===== config.mk =====
export PLATFORM = sky130hd
export DESIGN_NAME = tmds_encoder_hdmi
export DESIGN_NICKNAME = d
export VERILOG_FILES = /design/src/rtl/tmds_pkg.sv /design/src/rtl/tmds_qm_stage.sv /design/src/rtl/tmds_encoder_hdmi.sv
export SDC_FILE = /design/constraint.sdc
export NUM_CORES = 1
export LEC_CHECK = 0
export ABC_AREA = 0
export CORE_ASPECT_RATIO = 0.9
export CORE_MARGIN = 1.5
export CORE_UTILIZATION = 40
export CTS_CLUSTER_SIZE = 40
export DETAILED_ROUTE_END_ITERATION = 12
export PLACE_DENSITY_LB_ADDON = 0.08
export SYNTH_ARGS = -nofsm -noshare
export SYNTH_HDL_FRONTEND = slang
export SYNTH_SLANG_ARGS = --single-unit

===== constraint.sdc =====
create_clock -name i_clk -period 2.85 [get_ports i_clk]
set_clock_uncertainty 0.1 [all_clocks]
set_input_delay 0.57 -clock i_clk [delete_from_list [all_inputs] [get_ports i_clk]]
set_output_delay 0.57 -clock i_clk [all_outputs]
set_load 0.05 [all_outputs]

===== src/rtl/tmds_pkg.sv =====
// Shared TMDS definitions: period modes, fixed control/guard symbols and the TERC4 lookup.
// The TERC4 lookup is only present when TMDS_ENC_TERC4_EN is defined.
package tmds_pkg;

  typedef enum logic [2:0] {
    ModeCtrl   = 3'd0,
    ModeVideo  = 3'd1,
    ModeVGuard = 3'd2,
    ModeIsland = 3'd3,
    ModeIGuard = 3'd4
  } tmds_mode_e;

  localparam logic [9:0] CtrlWord00 = 10'b1101010100;
  localparam logic [9:0] CtrlWord01 = 10'b0010101011;
  localparam logic [9:0] CtrlWord10 = 10'b0101010100;
  localparam logic [9:0] CtrlWord11 = 10'b1010101011;

  // Guard-band symbols: A on lanes 0/2 for video, B on lane 1 and on island lanes 1/2.
  localparam logic [9:0] GuardWordA = 10'b1011001100;
  localparam logic [9:0] GuardWordB = 10'b0100110011;

  function automatic logic [9:0] ctrl_word(input logic [1:0] c);
    logic [9:0] w;
    case (c)
      2'b00:   w = CtrlWord00;
      2'b01:   w = CtrlWord01;
      2'b10:   w = CtrlWord10;
      default: w = CtrlWord11;
    endcase
    return w;
  endfunction

`ifdef TMDS_ENC_TERC4_EN
  function automatic logic [9:0] terc4_word(input logic [3:0] d);
    logic [9:0] w;
    case (d)
      4'h0:    w = 10'b1010011100;
      4'h1:    w = 10'b1001100011;
      4'h2:    w = 10'b1011100100;
      4'h3:    w = 10'b1011100010;
      4'h4:    w = 10'b0101110001;
      4'h5:    w = 10'b0100011110;
      4'h6:    w = 10'b0110001110;
      4'h7:    w = 10'b0100111100;
      4'h8:    w = 10'b1011001100;
      4'h9:    w = 10'b0100111001;
      4'hA:    w = 10'b0110011100;
      4'hB:    w = 10'b1011000110;
      4'hC:    w = 10'b1010001110;
      4'hD:    w = 10'b1001110001;
      4'hE:    w = 10'b0101100011;
      default: w = 10'b1011000011;
    endcase
    return w;
  endfunction
`endif

endpackage


===== src/rtl/tmds_qm_stage.sv =====
// Combinational 8b->9b transition minimisation with the resulting word balance
// (2*ones(qm[7:0]) - 8).
module tmds_qm_stage (
  input  logic [7:0]        data_i,
  output logic [8:0]        qm_o,
  output logic signed [4:0] balance_o
);

  logic [3:0] ones_data;
  logic [3:0] ones_qm;
  logic       use_xnor;
  logic [8:0] q;

  always_comb begin
    ones_data = '0;
    for (int i = 0; i < 8; i++) ones_data = ones_data + 4'(data_i[i]);
    use_xnor = (ones_data > 4'd4) || ((ones_data == 4'd4) && !data_i[0]);

    q    = '0;
    q[0] = data_i[0];
    for (int i = 1; i < 8; i++) begin
      q[i] = use_xnor ? ~(q[i-1] ^ data_i[i]) : (q[i-1] ^ data_i[i]);
    end
    q[8] = ~use_xnor;

    ones_qm = '0;
    for (int i = 0; i < 8; i++) ones_qm = ones_qm + 4'(q[i]);
  end

  assign qm_o      = q;
  assign balance_o = $signed({ones_qm, 1'b0} - 5'd8);

endmodule


===== src/rtl/tmds_encoder_hdmi.sv =====
// Per-lane HDMI TMDS encoder: control, video (DC balanced), guard bands and TERC4 islands.
// Define TMDS_ENC_TERC4_EN for the data-island path; otherwise ISLAND/IGUARD encode as control.
module tmds_encoder_hdmi
  import tmds_pkg::*;
#(
  parameter int unsigned CHANNEL = 0,
  parameter int unsigned PIPE    = 1
) (
  input  logic              i_clk,
  input  logic              i_rst,
  input  logic [2:0]        i_mode,
  input  logic [7:0]        i_data,
  input  logic [1:0]        i_ctrl,
  input  logic [3:0]        i_aux,
  output logic [9:0]        o_tmds,
  output logic signed [4:0] o_bias
);

  if (PIPE != 1 && PIPE != 2) begin : g_bad_pipe
    $error("tmds_encoder_hdmi: PIPE must be 1 or 2");
  end

  logic [8:0]        qm;
  logic signed [4:0] balance;
  logic              is_video;
  logic [9:0]        fixed_word;

  tmds_qm_stage u_qm (
    .data_i   (i_data),
    .qm_o     (qm),
    .balance_o(balance)
  );

  assign is_video = (i_mode == ModeVideo);

  // Modes 5..7 (and CTRL itself) fall through to the control word.
  always_comb begin
    fixed_word = ctrl_word(i_ctrl);
    case (i_mode)
      ModeVGuard: fixed_word = (CHANNEL == 1) ? GuardWordB : GuardWordA;
`ifdef TMDS_ENC_TERC4_EN
      ModeIsland: fixed_word = terc4_word(i_aux);
      ModeIGuard: fixed_word = (CHANNEL == 0) ? terc4_word({2'b11, i_ctrl}) : GuardWordB;
`endif
      default: ;
    endcase
  end

`ifndef TMDS_ENC_TERC4_EN
  logic unused_aux;
  assign unused_aux = ^i_aux;
`endif

  logic [8:0]        s_qm;
  logic signed [4:0] s_bal;
  logic              s_video;
  logic [9:0]        s_fixed;

  if (PIPE == 2) begin : g_stage1
    logic [8:0]        qm_q;
    logic signed [4:0] bal_q;
    logic              video_q;
    logic [9:0]        fixed_q;

    always_ff @(posedge i_clk or posedge i_rst) begin
      if (i_rst) begin
        qm_q    <= '0;
        bal_q   <= '0;
        video_q <= 1'b0;
        fixed_q <= CtrlWord00;
      end else begin
        qm_q    <= qm;
        bal_q   <= balance;
        video_q <= is_video;
        fixed_q <= fixed_word;
      end
    end

    assign s_qm    = qm_q;
    assign s_bal   = bal_q;
    assign s_video = video_q;
    assign s_fixed = fixed_q;
  end else begin : g_direct
    assign s_qm    = qm;
    assign s_bal   = balance;
    assign s_video = is_video;
    assign s_fixed = fixed_word;
  end

  logic [9:0]        tmds_d, tmds_q;
  logic signed [4:0] bias_d, bias_q;

  // DC balancing; any non-video symbol restarts the running disparity at zero.
  always_comb begin
    tmds_d = s_fixed;
    bias_d = '0;
    if (s_video) begin
      if (bias_q == '0 || s_bal == '0) begin
        if (!s_qm[8]) begin
          tmds_d = {2'b10, ~s_qm[7:0]};
          bias_d = bias_q - s_bal;
        end else begin
          tmds_d = {2'b01, s_qm[7:0]};
          bias_d = bias_q + s_bal;
        end
      end else if (bias_q[4] == s_bal[4]) begin
        tmds_d = {1'b1, s_qm[8], ~s_qm[7:0]};
        bias_d = bias_q + {3'b000, s_qm[8], 1'b0} - s_bal;
      end else begin
        tmds_d = {1'b0, s_qm[8], s_qm[7:0]};
        bias_d = bias_q - {3'b000, ~s_qm[8], 1'b0} + s_bal;
      end
    end
  end

  always_ff @(posedge i_clk or posedge i_rst) begin
    if (i_rst) begin
      tmds_q <= CtrlWord00;
      bias_q <= '0;
    end else begin
      tmds_q <= tmds_d;
      bias_q <= bias_d;
    end
  end

  assign o_tmds = tmds_q;
  assign o_bias = bias_q;

endmodule


Word-level counts from Yosys, hierarchy flattened:

Index checks and enable logic that the tools add are counted.

* bits in registers: 15
* bits in latches: 0
* bits in writable memories: 0
* memory bits (read-only): 0
* input port bits: 19
* output and inout bits: 15
* word-level logic and storage cells: 70
* memories kept: 0

* $add $sub $neg: 21
* $mul: 0
* divide/modulo/power cells: 0
* order comparisons: 1
* equality and inequality tests: 6
* shift-type cells: 0
* muxes and demuxes: 17
* bitwise operators: 16
* reduce and logical (&&, ||, !) cells: 7

Operator list (number)
* $mux 10: 5
* $add 4x1->4: 12
* $pmux 10 s3: 1
* $mux 5: 4
* $add 5x5->5: 2
* $logic_not 5->1: 2
* $sub 5x5->5: 2
* $not 1->1: 8
* $not 8->8: 1
* $mux 1: 7
* $xor 1x1->1: 7
* $add 5x2->5: 1
* $sub 5x2->5: 1
* $sub 5x4->5 const B: 1
* $add 1x1->2: 2
* $eq 4x3->1 const B: 1
* $gt 4x3->1 const B: 1
* $eq 3x1->1 const B: 1
* $eq 3x2->1 const B: 1
* $eq 2x1->1 const B: 1
* $eq 2x2->1 const B: 1
* $logic_not 2->1: 1
* $logic_or 1x1->1: 2
* $eq 1x1->1: 1
* 2 further kinds: 2

Logic depth before layout (Yosys ltp):

* depth after elaboration: 35
* depth in mapped cells: 29
* gate-level depth less buffers: 29

Modules after synthesis:

Synthesis repeated with hierarchy kept, for this count alone.

* cell total of the unflattened synthesis: 194
* area total of the unflattened synthesis: 1919.3 um^2

Modules (own cells, without submodules)
* tmds_encoder_hdmi: times used 1, cells each 142, area an instance 1367.6 um^2, seq. area each 381.6 um^2
* tmds_qm_stage: times used 1, cells each 52, area an instance 551.8 um^2, seq. area each 0.0 um^2

Worst setup path after synthesis:

No wires, ideal clock.

* kind: input to register
* from: input port i_data[0]
* to: register tmds_q[0] (netlist: o_tmds[0])
* library setup time: 133 ps
* data arrival time: 7481 ps
* required time: 2617 ps
* setup slack: -4864 ps
* stages on the path: 27
* buffers on the path: 0
* cell sequence: ha_1 inv_1 fa_1 fa_1 inv_1 fa_1 fa_1 nor3b_2 nor2b_1 o21ai_2 inv_2 xnor2_1 ha_1 inv_1 fa_1 fa_1 inv_1 fa_1 fa_1 xnor2_1 inv_1 ha_1 xor2_2 or2_1 a21boi_2 xor2_1 o21ai_1

* word-level cells in the longest chain between the ends: 35
* elaborated cells on any way between the ends: 49
* classes of those cells: add/sub (15); order compare (1); eq/ne (2); mux (11); bitwise (15); reduce/logical (5)

Ends and longest elaborated chain
* start, declared: line tmds_encoder_hdmi.sv:12 `input logic [7:0] i_data,`
* parallel branches: the longest is 33 deep, another holds $add 4x1->4
* $mux 10 *: line tmds_encoder_hdmi.sv:98 `if (bias_q == '0 || s_bal == '0) begin`
* $mux 10 *: line tmds_encoder_hdmi.sv:97 `if (s_video) begin`
* net tmds_d[0]: line tmds_encoder_hdmi.sv:90 `logic [9:0] tmds_d, tmds_q;`
* end signal, assigned: line tmds_encoder_hdmi.sv:118 `tmds_q <= CtrlWord00;`
* end signal, assigned: line tmds_encoder_hdmi.sv:121 `tmds_q <= tmds_d;`
* end, declared: line tmds_encoder_hdmi.sv:90

Mark *: on every way through the listed nets, which the timed path passes.

Worst setup path in the final report:

* from: input port i_data[1]
* to: register bias_q[4] (netlist: o_bias[4])

* word-level cells in the longest chain between the ends: 35
* elaborated cells on any way between the ends: 54
* classes of those cells: add/sub (21); order compare (1); eq/ne (2); mux (11); bitwise (15); reduce/logical (4)

Ends and longest elaborated chain
* parallel branches: the longest is 33 deep, another holds $add 4x1->4
* $mux 5 *: line tmds_encoder_hdmi.sv:98
* $mux 5 *: line tmds_encoder_hdmi.sv:97
* net bias_d[4]: line tmds_encoder_hdmi.sv:91 `logic signed [4:0] bias_d, bias_q;`
* end signal, assigned: line tmds_encoder_hdmi.sv:122 `bias_q <= bias_d;`
* end, declared: line tmds_encoder_hdmi.sv:91

Marked as above.

==> impl_metrics.csv <==
group,metric,value,unit
global_routing,antenna_found_initial,0,
route,wire_per_inst,13.01,um
route,first_pass_iters,4,
global_routing,grt_use_met2,30.63,%
critical_path,max_stage_delay,560,ps
cts,tritoncts,"done",
cts,cts_sinks,14,
finish,synthToLayoutAreaGrowth,48.11,%
critical_path,crit_type,"in -> reg",
critical_path,crit_arrival,7200,ps
sta,worstMarginPinSlew,551.7,ps
cts,htree_levels,1,
synth,synth_warnings,0,
synth,synth_area,0.001789,mm2
critical_path,critPathRequiredTime,2870,ps
critical_path,critPathMostFrequentCell,"fa_1",
sta,relSlewSlack,63.18,%
critical_path,cp-end-kind,"flop",
cts,path_clk_slew,60,ps
global_routing,grtUsageMet1,24.24,%
finish,final_cell_mix,"buf_4 (38), inv_1 (28), clkdlybuf4s50_1 (24)",
cts,root_buffer,"clkbuf_8",
die,die_x,73.50,um
critical_path,start_kind,"primary input",
sta,fmax,139.3,MHz
synth,ys_seq_elements,14,
synth,synthCells,177,
route,drc_errors,0,
route,ant_nets,0,
global_routing,grt_pass1_vias,1470,
die,die_h,66.45,um
sta,period_needed,7179,ps
die,dieArea,0.004884,mm2
finish,drive_above_1_share,35.51,%
cts,cts.path.max_buffers,2,
sta,setup_viol,14,
cts,clock_latency,240,ps
die,core,0.004184,mm2
synth,yosysSeqAreaShare,19.93,%
critical_path,critical_path.top_delay_family,"adder cells",
run,drv_cap,0,
cts,cts_made_buffers,3,
finish,fin_area,0.002650,mm2
finish,final_nets,304,
placed_design,dpl-instance-area,0.002470,mm2
sta,post-route-period-util,251.9,%
route,via_per_inst,4.656,
placed_design,io_buffers,28,
sta,fin_tns_setup,-53920,ps
die,start_util,42.76,%
sta,maxSlewViolCount,0,
synth,syn_area_per_cell,10.11,um2
sta,hold_viol_final,0,
route,drtIter0Drc,68,
finish,final_core_utilization,63.34,%
die,row_count,22,
synth,async_reset_ff_share,100.0,%
critical_path,critPathBufInv,8,
critical_path,crit_slowest_cell,"fa_2",
status,violations,"negative setup slack",
status,outcome,"complete, but fails checks",
synth,synth.net_count,235,
placed_design,place_hpwl,3.369,mm
finish,layout_commonest_cell,"buf_4",
sta,fin_ws,-4329,ps
placed_design,gp_congestion,0.7837,
global_routing,grt_overflow,0,
global_routing,grt_use_met3,2.269,%
global_routing,grt_pass1_wl,6.727,mm
synth,synth_edf_count,0,
sta,rsz0062_at_grt,"true",
finish,n_antenna_cell,0,
die,io_pins,34,
synth,synth_ff_type,"dfrtp_1",
route,drt-total-wl,3.968,mm
worst_hold_path,hold_path.class,"in -> async",
global_routing,grt_max_degree,15,
sta,whs,572.6,ps
route,num_vias,1420,
synth,ys_types,40,
global_routing,grt-busiest-layer,"met2",
critical_path,cp_max_fo,3,
global_routing,grt_use_total,18.25,%
==> Yosys cell counts, types with 2 or more instances <==
cell type / number / area share [%]
nor2_1: 9 / 1.9
a211oi_1: 6 / 2.5
xnor2_1: 16 / 7.8
fa_1: 14 / 16
a21oi_1: 8 / 2.2
nand2_1: 4 / 0.84
o21ai_1: 5 / 1.4
nand2b_1: 2 / 0.70
o21ai_0: 2 / 0.56
dfstp_2: 5 / 7.3
xor2_1: 7 / 3.4
o41ai_1: 2 / 0.98
inv_1: 32 / 6.7
clkbuf_1: 2 / 0.42
ha_1: 25 / 17
dfrtp_1: 9 / 13
a21o_1: 6 / 2.5
==> path summary, 6_finish.rpt <==
check / depth (start not counted) / to / startpoint / slack (ps)
setup / recovery: 30 / o_bias[4] / i_data[1] / -4330
hold / removal: 2 / o_tmds[7] / i_rst / 570
setup reg to reg: 9 / o_bias[4] / o_bias[1] / 490
hold reg to reg: 3 / o_bias[1] / o_bias[1] / 780
max in group asynchronous: 2 / o_tmds[4] / i_rst / 1710
min in group i_clk: 4 / o_tmds[0] / i_data[0] / 680
==> worst register-to-register path, stage by stage, from the launching register on <==
cell	delay (ps)
dfrtp_1	450
inv_1	150
fa_1	460
inv_1	70
ha_1	220
a21o_1	190
a21oi_1	170
xor2_1	170
a211oi_1	90
a211oi_1	200
==> metal layers <==
metal | vias to the layer above | share of wire [%]
met2 | 26 | 49
met1 | 681 | 46
met3 | 6 | 3.7
met4 | 0 | 1.0
li1 | 707 | -
met5 | - | 0
==> final cells by class <==
type | instances | area, um2
inverters | 33 | 128.9
multi-input cells | 127 | 1458
fillers | 373 | 1534
clock buffers | 4 | 55.05
repair buffers | 67 | 576.8
well taps | 60 | 75.07
flip-flops and latches | 14 | 356.6
==> kinds of logic after synthesis <==
kind of cell    synth area share, %
compound gates                13.57
xor+xnor                      17.48
fa+ha+maj                     33.15
buf+inv                       7.763
flops                         19.93
mux                           1.818
other cells                  0.2096
simple gates                  6.084
==> through the flow <==
stage	worst slack (ps)	std cells
2_1_floorplan	-4520	177
3_3_place_gp	-4875	296
3_5_place_dp	-5013	296
4_1_cts	-4484	303
5_1_grt	-4637	305
6_report	-4329	305
==> registers in the layout, summed over array words and instances (netlist names) <==
register	flops
o_tmds	10
o_bias	4
==> repair_timing <==
item,4_1_cts,5_1_grt
buffers inserted,8,3
endpoints found under the hold margin,0,0
resized for setup,16,12
hold buffers,0,0
setup endpoints to repair,14,14
pin swaps,23,25
Power is left out: the tool's default activity adds up to more than one toggle a clock period on the data nets, which glitch-free logic cannot reach.
